`config.mk`:
```
export PLATFORM = sky130hd
export DESIGN_NAME = regfile_op_sequencer_flat
export DESIGN_NICKNAME = d
export VERILOG_FILES = /design/src/rtl/regfile_op_sequencer_if.sv /design/src/rtl/regfile_op_sequencer.sv /design/src/flat_wrapper.sv
export SDC_FILE = /design/constraint.sdc
export NUM_CORES = 1
export LEC_CHECK = 0
export ABC_AREA = 1
export CAP_MARGIN = 0
export CORE_MARGIN = 4
export CORE_UTILIZATION = 28
export DETAILED_ROUTE_END_ITERATION = 16
export PLACE_DENSITY = 0.82
export SLEW_MARGIN = 20
export SYNTH_ARGS = -nofsm -noshare
export SYNTH_HDL_FRONTEND = slang
export SYNTH_SLANG_ARGS = --single-unit
export TNS_END_PERCENT = 50
```
`constraint.sdc`:
```
create_clock -name clk -period 1.36 [get_ports clk]
set_input_delay 0.272 -clock clk [delete_from_list [all_inputs] [get_ports clk]]
set_output_delay 0.272 -clock clk [all_outputs]
set_load 0.05 [all_outputs]
```
`src/rtl/regfile_op_sequencer_if.sv`:
```
// Command handshake and RegisterFile control bundle for regfile_op_sequencer.
// master: control unit / RF side; slave: the sequencer.
interface regfile_op_sequencer_if;
  logic        CmdValid;
  logic        CmdReady;
  logic [1:0]  CmdOp;
  logic [2:0]  CmdSrc;
  logic [2:0]  CmdDst;
  logic [15:0] RfOutA;
  logic [15:0] RfI;
  logic [2:0]  OutASel;
  logic [2:0]  OutBSel;
  logic [2:0]  FunSel;
  logic [3:0]  RegSel;
  logic [3:0]  ScrSel;
  logic        Done;
  logic        DoneErr;
  logic [15:0] PerfCount;

  modport master (
    output CmdValid, CmdOp, CmdSrc, CmdDst, RfOutA,
    input  CmdReady, RfI, OutASel, OutBSel, FunSel,
    input  RegSel, ScrSel, Done, DoneErr, PerfCount
  );

  modport slave (
    input  CmdValid, CmdOp, CmdSrc, CmdDst, RfOutA,
    output CmdReady, RfI, OutASel, OutBSel, FunSel,
    output RegSel, ScrSel, Done, DoneErr, PerfCount
  );
endinterface

```
`src/rtl/regfile_op_sequencer.sv`:
```
// Sequences RegisterFile writes for MOVE/SWAP/CLEAR/INC commands.
// Ports: clk, rst (async, active-high), bus (slave: command handshake,
// RF selects/FunSel/I, Done/DoneErr, PerfCount).
// Optional macro REGSEQ_PERF_EN enables the completed-command counter.
module regfile_op_sequencer #(
  parameter logic [2:0] FUN_DEC  = 3'b000,
  parameter logic [2:0] FUN_INC  = 3'b001,
  parameter logic [2:0] FUN_LOAD = 3'b010,
  parameter logic [2:0] FUN_CLR  = 3'b011,
  parameter logic [2:0] TMP_SEL  = 3'd7
) (
  input logic                   clk,
  input logic                   rst,
  regfile_op_sequencer_if.slave bus
);
  localparam logic [1:0] OP_MOVE = 2'b00;
  localparam logic [1:0] OP_SWAP = 2'b01;
  localparam logic [1:0] OP_CLR  = 2'b10;
  localparam logic [1:0] OP_INC  = 2'b11;

  typedef enum logic [2:0] {
    IDLE, STEP1, STEP2, STEP3, DONE
  } state_t;

  state_t     state, state_nx;
  logic [1:0] op_q;
  logic [2:0] src_q, dst_q;
  logic       err_q;
  logic       accept, rej, degen, is_swap;
  logic       wr;
  logic [2:0] tgt, asel, fun;
  logic [3:0] reg_sel, scr_sel;

  assign is_swap = bus.CmdOp == OP_SWAP;
  // Rejection wins over the src==dst shortcut when both apply.
  assign rej    = is_swap &&
                  (bus.CmdSrc == TMP_SEL || bus.CmdDst == TMP_SEL);
  assign degen  = is_swap && bus.CmdSrc == bus.CmdDst;
  assign accept = bus.CmdValid && state == IDLE;

  always_ff @(posedge clk or posedge rst) begin
    if (rst) begin
      state <= IDLE;
      op_q  <= OP_MOVE;
      src_q <= '0;
      dst_q <= '0;
      err_q <= 1'b0;
    end else begin
      state <= state_nx;
      if (accept) begin
        op_q  <= bus.CmdOp;
        src_q <= bus.CmdSrc;
        dst_q <= bus.CmdDst;
        err_q <= rej;
      end
    end
  end

  always_comb begin
    state_nx = state;
    unique case (state)
      IDLE:  if (bus.CmdValid)
               state_nx = (rej || degen) ? DONE : STEP1;
      STEP1: state_nx = (op_q == OP_SWAP) ? STEP2 : DONE;
      STEP2: state_nx = STEP3;
      STEP3: state_nx = DONE;
      DONE:  state_nx = IDLE;
      default: state_nx = IDLE;
    endcase
  end

  // Moore decode of the current step's write.
  always_comb begin
    wr   = 1'b0;
    tgt  = '0;
    asel = '0;
    fun  = FUN_LOAD;
    unique case (state)
      STEP1: begin
        wr   = 1'b1;
        asel = src_q;
        tgt  = (op_q == OP_SWAP) ? TMP_SEL : dst_q;
        unique case (op_q)
          OP_CLR:  fun = FUN_CLR;
          OP_INC:  fun = FUN_INC;
          default: fun = FUN_LOAD;
        endcase
      end
      STEP2: begin
        wr   = 1'b1;
        asel = dst_q;
        tgt  = src_q;
      end
      STEP3: begin
        wr   = 1'b1;
        asel = TMP_SEL;
        tgt  = dst_q;
      end
      default: ;
    endcase
  end

  always_comb begin
    reg_sel = 4'b1111;
    scr_sel = 4'b1111;
    if (wr) begin
      if (!tgt[2]) reg_sel[2'd3 - tgt[1:0]] = 1'b0;
      else         scr_sel[2'd3 - tgt[1:0]] = 1'b0;
    end
  end

  assign bus.CmdReady = state == IDLE;
  assign bus.Done     = state == DONE;
  assign bus.DoneErr  = state == DONE && err_q;
  assign bus.OutASel  = asel;
  assign bus.OutBSel  = tgt;
  assign bus.FunSel   = fun;
  assign bus.RegSel   = reg_sel;
  assign bus.ScrSel   = scr_sel;
  assign bus.RfI      = (wr && fun == FUN_LOAD) ? bus.RfOutA : 16'h0;

`ifdef REGSEQ_PERF_EN
  logic [15:0] perf_q;
  always_ff @(posedge clk or posedge rst) begin
    if (rst)
      perf_q <= '0;
    else if (state == DONE && !err_q)
      perf_q <= perf_q + 16'd1;
  end
  assign bus.PerfCount = perf_q;
`else
  assign bus.PerfCount = 16'h0000;
`endif

  logic unused_ok;
  assign unused_ok = ^{FUN_DEC, OP_MOVE};
endmodule

```
`src/flat_wrapper.sv`:
```
// flat-port wrapper written by rule: the top's interface ports become plain ports
module regfile_op_sequencer_flat 
#(
  parameter logic [2:0] FUN_DEC  = 3'b000,
  parameter logic [2:0] FUN_INC  = 3'b001,
  parameter logic [2:0] FUN_LOAD = 3'b010,
  parameter logic [2:0] FUN_CLR  = 3'b011,
  parameter logic [2:0] TMP_SEL  = 3'd7
)
  (clk, rst, bus_CmdValid, bus_CmdOp, bus_CmdSrc, bus_CmdDst, bus_RfOutA, bus_CmdReady, bus_RfI, bus_OutASel, bus_OutBSel, bus_FunSel, bus_RegSel, bus_ScrSel, bus_Done, bus_DoneErr, bus_PerfCount);
  regfile_op_sequencer_if bus_i ();
  input logic clk;
  input logic rst;
  input wire logic [$bits(bus_i.CmdValid)-1:0] bus_CmdValid;
  input wire logic [$bits(bus_i.CmdOp)-1:0] bus_CmdOp;
  input wire logic [$bits(bus_i.CmdSrc)-1:0] bus_CmdSrc;
  input wire logic [$bits(bus_i.CmdDst)-1:0] bus_CmdDst;
  input wire logic [$bits(bus_i.RfOutA)-1:0] bus_RfOutA;
  output wire logic [$bits(bus_i.CmdReady)-1:0] bus_CmdReady;
  output wire logic [$bits(bus_i.RfI)-1:0] bus_RfI;
  output wire logic [$bits(bus_i.OutASel)-1:0] bus_OutASel;
  output wire logic [$bits(bus_i.OutBSel)-1:0] bus_OutBSel;
  output wire logic [$bits(bus_i.FunSel)-1:0] bus_FunSel;
  output wire logic [$bits(bus_i.RegSel)-1:0] bus_RegSel;
  output wire logic [$bits(bus_i.ScrSel)-1:0] bus_ScrSel;
  output wire logic [$bits(bus_i.Done)-1:0] bus_Done;
  output wire logic [$bits(bus_i.DoneErr)-1:0] bus_DoneErr;
  output wire logic [$bits(bus_i.PerfCount)-1:0] bus_PerfCount;
  assign bus_i.CmdValid = bus_CmdValid;
  assign bus_i.CmdOp = bus_CmdOp;
  assign bus_i.CmdSrc = bus_CmdSrc;
  assign bus_i.CmdDst = bus_CmdDst;
  assign bus_i.RfOutA = bus_RfOutA;
  assign bus_CmdReady = bus_i.CmdReady;
  assign bus_RfI = bus_i.RfI;
  assign bus_OutASel = bus_i.OutASel;
  assign bus_OutBSel = bus_i.OutBSel;
  assign bus_FunSel = bus_i.FunSel;
  assign bus_RegSel = bus_i.RegSel;
  assign bus_ScrSel = bus_i.ScrSel;
  assign bus_Done = bus_i.Done;
  assign bus_DoneErr = bus_i.DoneErr;
  assign bus_PerfCount = bus_i.PerfCount;
  regfile_op_sequencer #(.FUN_DEC(FUN_DEC), .FUN_INC(FUN_INC), .FUN_LOAD(FUN_LOAD), .FUN_CLR(FUN_CLR), .TMP_SEL(TMP_SEL)) u_core (.clk(clk), .rst(rst), .bus(bus_i));
endmodule
```
; ---- After elaboration in Yosys (flattened, before gate mapping)
; Index checks and enable logic that the tools add are counted.
[classes]
shift = 0
n_mul = 0
reduce_logical = 10
eq_ne = 13
n_div = 0
n_addsub = 1
muxes = 17
magnitude_cmp = 2
bitwise_logic = 1
[op_table]
columns = cell, count
row1 = $pmux 3 s3, 2
row2 = $mux 16, 1
row3 = $mux 4, 4
row4 = $mux 3, 5
row5 = $pmux 3 s4, 1
row6 = $eq 3x2->1 const B, 3
row7 = $eq 3x3->1 const B, 3
row8 = $logic_and 1x1->1, 6
row9 = $eq 2x1->1 const B, 2
row10 = $eq 2x2->1 const B, 2
row11 = $not 4->4, 1
row12 = $pmux 2 s2, 1
row13 = $eq 3x1->1 const B, 1
row14 = $eq 3x3->1, 1
row15 = $logic_not 3->1, 1
row16 = $lt 2x3->1 const B, 1
row17 = $reduce_or 3->1, 1
row18 = $demux 1 s2, 1
row19 = $ge 2x1->1 const B, 1
row20 = $logic_or 1x1->1, 2
row21 = $mux 1, 2
row22 = $ne 2x2->1 const B, 1
row23 = $sub 2x2->2 const A, 1
[totals]
word_cells = 49
mem_bits_ro = 0
out_inout_bits = 52
latch_bits = 0
mem_bits_rw = 0
input_bits = 27
ff_bits = 12
n_memories = 0

; ---- Longest topological paths before layout
; Gate-level depths: netlist (run 1).
[logic_depth]
word_depth = 11
mapped_depth = 8
ltp_nobuf = 8

; ---- Worst setup path after synthesis (run 1)
; OpenSTA, ideal clock, no wires.
[synth_timing]
path_type = flip-flop to output port
start = register u_core.state[1]
end = output bus_FunSel[1]
n_path_buf = 1
arrival_time_ps = 1984
required_time_ps = 1088
path_slack_ps = -896
stages_incl_launch_ff = 6
path_cell_list = dfrtp_1 buf_6 nor3_2 inv_1 nor2_1 nand2_1
[synth_between]
elab_chain_len = 2
[synth_lines]
columns = element, line_no
row1 = start: declaration, regfile_op_sequencer.sv:25  ; state_t state, state_nx;
row2 = start signal: assignment, regfile_op_sequencer.sv:49  ; state <= state_nx;
row3 = $eq 3x1->1, regfile_op_sequencer.sv:78  ; unique case (state)
row4 = $mux 3, regfile_op_sequencer.sv:78
row5 = end: declaration, flat_wrapper.sv:23  ; output wire logic [$bits(bus_i.FunSel)-1:0] bus_FunSel;
; Every way passes these cells.

; ---- Worst setup path after layout (run 1)
[layout_timing]
start = register u_core.state[2]
end = output bus_RfI[2]
[layout_between]
elab_chain_len = 5
word_cells_on_any_way = 9
classes_between = 4 x eq/ne / 3 x mux / 2 x reduce/logical
[layout_lines]
columns = element, line_no
row1 = $eq 3x1->1 / $eq 3x2->1 (equally long branches), regfile_op_sequencer.sv:78
row2 = $mux 3 / $reduce_or 3->1 (equally long branches), n/a
row3 = $eq 3x2->1 / $mux 1 (equally long branches), "regfile_op_sequencer.sv:120, regfile_op_sequencer.sv:78"
row4 = $logic_and 1x1->1 (*), regfile_op_sequencer.sv:120  ; assign bus.RfI = (wr && fun == FUN_LOAD) ? bus.RfOutA : 16'h0;
row5 = $mux 16 (*), regfile_op_sequencer.sv:120
row6 = end: declaration, flat_wrapper.sv:20  ; output wire logic [$bits(bus_i.RfI)-1:0] bus_RfI;
; Every way passes the cells marked *; elsewhere a longest branch is shown, timed or not.

==> results of run 1 <==
worst max-delay path by stage:
stage                               start            end  slack, ns
after floorplan           u_core.state[2]  bus_RegSel[1]      -0.42
after global placement    u_core.state[0]  bus_RegSel[3]      -0.36
after detailed placement  u_core.state[2]  bus_ScrSel[1]      -0.46
after CTS                 u_core.state[2]  bus_RegSel[3]      -0.62
after global routing      u_core.state[0]  bus_ScrSel[2]      -0.71
final                     u_core.state[2]     bus_RfI[2]      -0.64
registers in the layout, summed over array words and instances (netlist names):
name,cells
u_core.err_q,1
u_core.dst_q,3
u_core.state,3
u_core.src_q,3
u_core.op_q,2
per-layer routing:
| layer | share of wire [%] | vias up | track usage [%] | wire length (µm) |
|---|---|---|---|---|
| li1 | - | 679 | - | - |
| met1 | 36 | 606 | 14.72 | 1260 |
| met2 | 54 | 57 | 26.76 | 1917 |
| met3 | 7.5 | 8 | 2.464 | 264 |
| met4 | 2.5 | 0 | 8.936 | 87 |
| met5 | 0 | - | 0 | 0 |
placed cells by master, fill, tap and decap left out, types with 2 or more instances in the layout:
cell type	n
sky130_fd_sc_hd__buf_4	50
sky130_fd_sc_hd__nor2_2	7
sky130_fd_sc_hd__clkdlybuf4s50_1	26
sky130_fd_sc_hd__nor2_1	9
sky130_fd_sc_hd__o21ai_0	11
sky130_fd_sc_hd__dfrtp_1	11
sky130_fd_sc_hd__nand2_1	30
sky130_fd_sc_hd__nand2_2	9
sky130_fd_sc_hd__nand3_1	3
sky130_fd_sc_hd__conb_1	17
sky130_fd_sc_hd__nand3_4	6
sky130_fd_sc_hd__nor2_4	17
sky130_fd_sc_hd__inv_2	2
sky130_fd_sc_hd__buf_6	9
sky130_fd_sc_hd__inv_1	27
sky130_fd_sc_hd__nand2_4	3
sky130_fd_sc_hd__a21oi_1	4
sky130_fd_sc_hd__buf_12	17
sky130_fd_sc_hd__clkbuf_8	3
power breakdown:
part           internal (mW)  switching [mW]  total, mW  leakage [nW]
combinational           2.49            3.21       5.70          1.07
sequential             0.517           0.154      0.670         0.148
clock                  0.194           0.114      0.308        0.0216
total                   3.20            3.48       6.68          1.24
stage by stage:
| step | hold WS [ns] | worst slack [ns] | cell area [µm²] | TNS (ns) | util [%] |
|---|---|---|---|---|---|
| floorplan | 0.1367 | -0.4158 | 1350 | -9.358 | - |
| global placement | 0.4716 | -0.3593 | 2216 | -8.744 | 60.07 |
| detailed placement | 0.4803 | -0.4587 | 2216 | -10.62 | 60.07 |
| CTS | 0.3502 | -0.6230 | 2407 | -18.86 | 65.26 |
| global route | 0.3845 | -0.7134 | 2445 | -22.78 | 66.28 |
| finish | 0.3399 | -0.6374 | 2445 | -19.71 | 66.28 |
worst reg2reg max path: stages, from the launching register on:
cell and delay, ns:
sky130_fd_sc_hd__dfrtp_2 0.44, sky130_fd_sc_hd__nor2_1 0.12, sky130_fd_sc_hd__inv_2 0.07, sky130_fd_sc_hd__buf_4 0.14, sky130_fd_sc_hd__nor2_4 0.17, sky130_fd_sc_hd__nand2_4 0.15
sky130_fd_sc_hd__nor2_1 0.13, sky130_fd_sc_hd__a21oi_1 0.05
layout make-up:
| cell class | instances | area [µm²] |
|---|---|---|
| inverter | 31 | 122.6 |
| timing repair buffer | 104 | 1120 |
| tap | 48 | 60.06 |
| sequential | 12 | 301.5 |
| fill | 287 | 1244 |
| multi-input combinational | 123 | 799.5 |
| clock buffer | 3 | 41.29 |
timing repair:
action                                  4_1_cts  5_1_grt
setup buffers                                 8        2
cloned                                        1        0
gates resized for setup                      22        7
endpoints found under the setup margin       44       45
pin swaps                                     8        4
cell families after synthesis:
logic type	share of synthesized area [%]
buffers and inverters	25.93
DFF	28.04
other	0.3501
and+or+nand+nor	37.15
AOI/OAI and AO/OA	8.528
==> PnR_summary.wiki, run 1 <==
{| class="wikitable"
! Metric !! Value
|-
| Antenna violations before repair || 0
|-
| Violations in the final reports || setup timing
|-
| Setup slack after layout || -0.6374 ns
|-
| Status || finished with violations
|-
| Core region area || 0.003689 mm²
|-
| Post-synthesis average cell area || 6.300 µm²
|-
| Post-layout net count || 302
|-
| Category of the worst setup path launch point || flop
|-
| Clk_skew || 0.002186 ns
|-
| Final routed wire length divided by cell count || 11.00 µm
|-
| End of the worst register-to-register path || u_core.op_q[1]
|-
| Leading post-synthesis cells by instance count || sky130_fd_sc_hd__nand2_1, sky130_fd_sc_hd__nor2_1, sky130_fd_sc_hd__inv_1
|-
| Standard-cell rows || 22
|-
| Slowest Stage Delay on Critical Path || 0.44 ns
|-
| CP Max Fanout || 5
|-
| Distinct cells, synth || 19
|-
| Antenna Nets Post-Route || 0
|-
| Sum of net half-perimeters after detailed placement || 2908 µm
|-
| DP Cell Count || 307
|-
| Buffer type at the clock tree root || sky130_fd_sc_hd__clkbuf_8
|-
| Number of enable-type register cells in the synthesized netlist || 0
|-
| Crit path kind || reg -> out
|-
| Worst hold path class || in -> async
|-
| Remaining Overflow, GRT || 0
|-
| Initial core utilization || 29.04%
|-
| Clock Latency Late Sink || 0.24 ns
|-
| Leak pwr || 1.241 nW
|-
| Power density relative to cell area || 2733 mW/mm²
|-
| Port-buffer cells || 61
|-
| Startpoint of the lowest-slack register-to-register path || u_core.state[2]
|-
| Hold Fails Final Rpt || 0
|-
| Clk pin slew, worst setup/hold paths || 0.05 ns
|-
| Num CTS Buffers || 3
|-
| DIE AREA || 0.004878 mm²
|-
| Synthesized cell area || 0.001071 mm²
|-
| Top cells by area, synth || sky130_fd_sc_hd__dfrtp_1, sky130_fd_sc_hd__nand2_1, sky130_fd_sc_hd__buf_4
|-
| Final min period || 1.997 ns
|-
| Req. time, crit path || 1.09 ns
|-
| Count of TritonRoute iterations in the first routing pass || 4
|-
| Crit-path leading delay family || buffers and inverters
|-
| Critical Path Sink Type || primary output
|-
| Yosys top cell area share || 28.04%
|-
| Fraction of synthesis flops using an asynchronous set or reset pin || 100.0%
|-
| Most numerous cell in the Yosys netlist || sky130_fd_sc_hd__nand2_1
|-
| DIE HEIGHT || 69.85 µm
|-
| Ordered cell list for the critical path || nor3_4, buf_4, inv_4, o21ai_4, buf_4, buf_4, nor2_2, buf_4
|-
| Syn Inst Count || 170
|-
| Number of stages on the worst setup path || 8
|-
| Die Span X || 69.85 µm
|-
| Final period util || 146.9%
|-
| Ant diodes || 0
|-
| Max-cap violations || 0
|-
| Maximum resistive drop on vdd || 1280 µV
|-
| Via count || 1350
|-
| Detailed-route DRC error count || 0
|-
| Unrepaired setup endpoints after global routing || yes
|-
| Global-route wire length before repair || 5858 µm
|-
| Deepest clock path buffer count || 2
|-
| Top-level I/O count || 79
|-
| Fraction of final layout cells with drive strength greater than 1 || 48.35%
|-
| Post-Layout Cell Count || 321
|-
| Upper clock frequency limit || 500.6 MHz
|-
| Count of pins over their slew limit || 0
|-
| Routability Congestion || 0.7833
|-
| Overall global routing resource usage || 14.41%
|-
| Final Power || 6.682 mW
|-
| CP dominant cell by count || sky130_fd_sc_hd__buf_4
|-
| Count of buffer and inverter cells on the critical path || 5
|-
| #FFs+latches synth || 12
|-
| Cell with the biggest individual delay on the critical path || sky130_fd_sc_hd__dfrtp_2
|-
| Sum of routed wire length over all layers || 3530 µm
|-
| Warnings, synthesis || 0
|-
| Number of design-rule violations left by the first detailed-router iteration || 30
|-
| Via count of the first global-routing pass || 1329
|-
| Pin count of the biggest net entering global routing || 19
|-
| Synth-to-Final Area Change || 128.3%
|-
| Sequential cell area fraction in the yosys report || 28.04%
|-
| # setup viols final || 41
|-
| Vias per cell || 4.206
|-
| Top FF cell, synth || sky130_fd_sc_hd__dfrtp_1
|-
| Number of cells on the worst reg-to-reg path || 7
|-
| Register-to-register path setup slack || -0.03 ns
|-
| Clock tree from TritonCTS || built
|-
| Number of hold buffers added after CTS || 0
|-
| Number of levels the H-tree was split into || 1
|-
| Post-synthesis cell type with the largest combined area || sky130_fd_sc_hd__dfrtp_1
|-
| Clock tree sinks || 12
|-
| Endpoint arrival time on the critical path || 1.73 ns
|}
Power figures use the tool's default switching activity.
==> run 2: changes to the inputs <==
--- a/config.mk
+++ b/config.mk
@@ -7,7 +7,6 @@
 export LEC_CHECK = 0
 export ABC_AREA = 1
 export CAP_MARGIN = 0
-export CORE_MARGIN = 4
 export CORE_UTILIZATION = 28
 export DETAILED_ROUTE_END_ITERATION = 16
 export PLACE_DENSITY = 0.82
==> run 2 against run 1 <==
Net effect:
- the flow still finishes with violations (setup timing)
- cell count is 2.2% lower
- design area hardly changed
- count of clock-buffer cells in the layout is 1 higher
- clock power is 27% higher
- wire length is 11% lower
- via count is 5.9% lower
- setup slack better by 0.065 ns
- hold slack worse by 0.0063 ns
- register-to-register slack better by 0.03 ns
- critical path type unchanged
- largest power group unchanged
- highest routed layer unchanged
==> PnR_summary.wiki, run 2 (synthesized netlist as in run 1, its figures left out) <==
{| class="wikitable"
! Metric !! Value
|-
| Critical Path Sink Type || primary output (unchanged)
|-
| Final min period || 1.932 ns (was 1.997 ns)
|-
| Req. time, crit path || 1.09 ns (about the same)
|-
| Cell with the biggest individual delay on the critical path || sky130_fd_sc_hd__dfrtp_2 (unchanged)
|-
| Max-cap violations || 0 (unchanged)
|-
| Ordered cell list for the critical path || nor2_2, inv_2, nor2_4, nand2_2, nand3_4, clkinvlp_4, nand3_4, buf_12 (was nor3_4, buf_4, inv_4, o21ai_4, buf_4, buf_4, nor2_2, buf_4)
|-
| Vias per cell || 4.048 (was 4.206)
|-
| Final period util || 142.1% (was 146.9%)
|-
| Remaining Overflow, GRT || 0 (unchanged)
|-
| Hold Fails Final Rpt || 0 (unchanged)
|-
| Post-DP Area || 0.002201 mm² (was 0.002216 mm²)
|-
| Final routed wire length divided by cell count || 9.984 µm (was 11.00 µm)
|-
| Global-route wire length before repair || 5319 µm (was 5858 µm)
|-
| Commonest non-fill, non-tap cells in the layout || sky130_fd_sc_hd__buf_4, sky130_fd_sc_hd__nand2_1, sky130_fd_sc_hd__inv_1 (unchanged)
|-
| Clock tree from TritonCTS || built (unchanged)
|-
| Sum of routed wire length over all layers || 3135 µm (was 3530 µm)
|-
| Number of hold buffers added after CTS || 0 (unchanged)
|-
| Maximum resistive drop on vdd || 1382 µV (was 1280 µV)
|-
| Proportion of power drawn by the clock network || 6.0% (was 4.6%)
|-
| Num CTS Buffers || 3 (unchanged)
|-
| Via count of the first global-routing pass || 1261 (was 1329)
|-
| Synth-to-Final Area Change || 128.4% (was 128.3%)
|-
| Deepest clock path buffer count || 2 (unchanged)
|-
| Post-layout net count || 294 (was 302)
|-
| Proportion of power drawn by flip-flops and latches || 10.3% (was 10.0%)
|-
| Portion of total power attributed to combinational logic || 83.8% (was 85.4%)
|-
| Clock tree sinks || 12 (unchanged)
|-
| Core region area || 0.003661 mm² (was 0.003689 mm²)
|-
| Pin count of the biggest net entering global routing || 19 (unchanged)
|-
| Via count || 1271 (was 1350)
|-
| Design area || 0.002446 mm² (was 0.002445 mm²)
|-
| Final core utilization || 66.81% (was 66.28%)
|-
| Count of TritonRoute iterations in the first routing pass || 4 (unchanged)
|-
| Final Power || 6.563 mW (was 6.682 mW)
|-
| Internal power summed over all cells || 3.116 mW (was 3.203 mW)
|-
| Count of pins over their slew limit || 0 (unchanged)
|-
| Sum of net half-perimeters after detailed placement || 2586 µm (was 2908 µm)
|-
| Power density relative to cell area || 2683 mW/mm² (was 2733 mW/mm²)
|-
| Antenna Nets Post-Route || 0 (unchanged)
|-
| Port-buffer cells || 61 (unchanged)
|-
| Registers with the highest flip-flop counts || u_core.dst_q: 3 flops, u_core.src_q: 3 flops, u_core.state: 3 flops (unchanged)
|-
| Detailed-route DRC error count || 0 (unchanged)
|-
| Setup slack after layout || -0.5723 ns (was -0.6374 ns)
|-
| DIE AREA || 0.004076 mm² (was 0.004878 mm²)
|-
| Routability Congestion || 0.7875 (was 0.7833)
|-
| Clk_skew || 0.005407 ns (was 0.002186 ns)
|-
| Initial core utilization || 29.25% (was 29.04%)
|-
| Clock Latency Late Sink || 0.25 ns (was 0.24 ns)
|-
| # setup viols final || 35 (was 41)
|-
| Clk pin slew, worst setup/hold paths || 0.05 ns (about the same)
|-
| DIE HEIGHT || 63.85 µm (was 69.85 µm)
|-
| CP Max Fanout || 5 (unchanged)
|-
| Overall global routing resource usage || 16.40% (was 14.41%)
|-
| Number of levels the H-tree was split into || 1 (unchanged)
|-
| Die Span X || 63.85 µm (was 69.85 µm)
|-
| Buffer type at the clock tree root || sky130_fd_sc_hd__clkbuf_8 (unchanged)
|-
| Unrepaired setup endpoints after global routing || yes (unchanged)
|-
| Number of design-rule violations left by the first detailed-router iteration || 21 (was 30)
|-
| Endpoint arrival time on the critical path || 1.66 ns (was 1.73 ns)
|-
| Leak pwr || 1.211 nW (was 1.241 nW)
|-
| Upper clock frequency limit || 517.5 MHz (was 500.6 MHz)
|-
| Ant diodes || 0 (unchanged)
|-
| Worst hold path class || in -> async (unchanged)
|-
| Commonest non-fill, non-tap cell in the layout || sky130_fd_sc_hd__buf_4 (unchanged)
|-
| Fraction of final layout cells with drive strength greater than 1 || 49.62% (was 48.35%)
|-
| Top-level I/O count || 79 (unchanged)
|-
| Switching power share of the total || 52.52% (was 52.06%)
|-
| Violations in the final reports || setup timing (unchanged)
|-
| Final TNS setup || -17.05 ns (was -19.71 ns)
|-
| Slowest Stage Delay on Critical Path || 0.45 ns (was 0.44 ns)
|-
| CP dominant cell by count || sky130_fd_sc_hd__nand3_4 (was sky130_fd_sc_hd__buf_4)
|-
| Reported net switching power || 3.447 mW (was 3.479 mW)
|-
| Antenna violations before repair || 0 (unchanged)
|-
| Standard-cell rows || 22 (unchanged)
|-
| Status || finished with violations (unchanged)
|-
| Category of the worst setup path launch point || flop (unchanged)
|-
| DP Worst Slack || -0.3600 ns (was -0.4587 ns)
|-
| Register-to-register path setup slack || 0 ns (was -0.03 ns)
|-
| Crit path kind || reg -> out (unchanged)
|}
## run 2: cell types whose count changed in the layout (fill, tap and decap cells not counted), sizes merged
cell    delta
buf        -8
clkbuf     +1
## run 2: final cells by class
| cell class | count | area (µm²) |
|---|---|---|
| Inverter | 31 | 120.1 |
| Clock buffer | 4 | 55.05 |
| Timing Repair Buffer | 96 | 1081 |
| Tap cell | 48 | 60.06 |
| Multi-Input combinational cell | 123 | 827.0 |
| Sequential cell | 12 | 302.8 |
| Fill cell | 284 | 1215 |
## run 2: final timing paths
kind / start / to / cells after the start
max in group asynchronous: rst / u_core.state[2] / 2
min reg2reg: u_core.err_q / u_core.err_q / 2
min in group clk: u_core.err_q / u_core.err_q / 2
max: u_core.state[2] / bus_RegSel[0] / 8
max reg2reg: u_core.state[2] / u_core.dst_q[1] / 7
min: rst / u_core.src_q[1] / 2
## run 2: per-stage QoR
stage	std cells	hold WS, ns
6_report	314	0.3336
3_3_place_gp	305	0.4627
2_1_floorplan	186	0.1367
4_1_cts	312	0.3533
3_5_place_dp	305	0.4887
5_1_grt	314	0.3889
## run 2: timing repair
item,in CTS,in global routing
pin swaps,7,8
endpoints found under the setup margin,41,44
setup buffers,3,2
resized for setup,36,13
## run 2: critical path, delay by kind of cell (launching register included)
| family | cells | cell delay [ns] |
|---|---|---|
| and+or+nand+nor | 5 | 0.58 |
| DFF | 1 | 0.45 |
| buffers and inverters | 3 | 0.39 |
## run 2: power groups by stage
| stage | registers, mW | clock network [mW] | logic (mW) |
|---|---|---|---|
| after detailed placement | 0.655 | 0 | 5.10 |
| final | 0.673 | 0.391 | 5.50 |
| after global routing | 0.689 | 0.418 | 5.78 |
| after floorplan | 0.618 | 0 | 3.12 |
| after CTS | 0.668 | 0.401 | 5.39 |
| after global placement | 0.637 | 0 | 5.03 |
## run 2: metal layers
layer	GRT usage, %	vias to the layer above	wire, µm
met4	6.818	0	55
met3	3.036	5	244
met5	0	-	0
met1	17.34	548	1169
li1	-	665	-
met2	31.25	53	1666
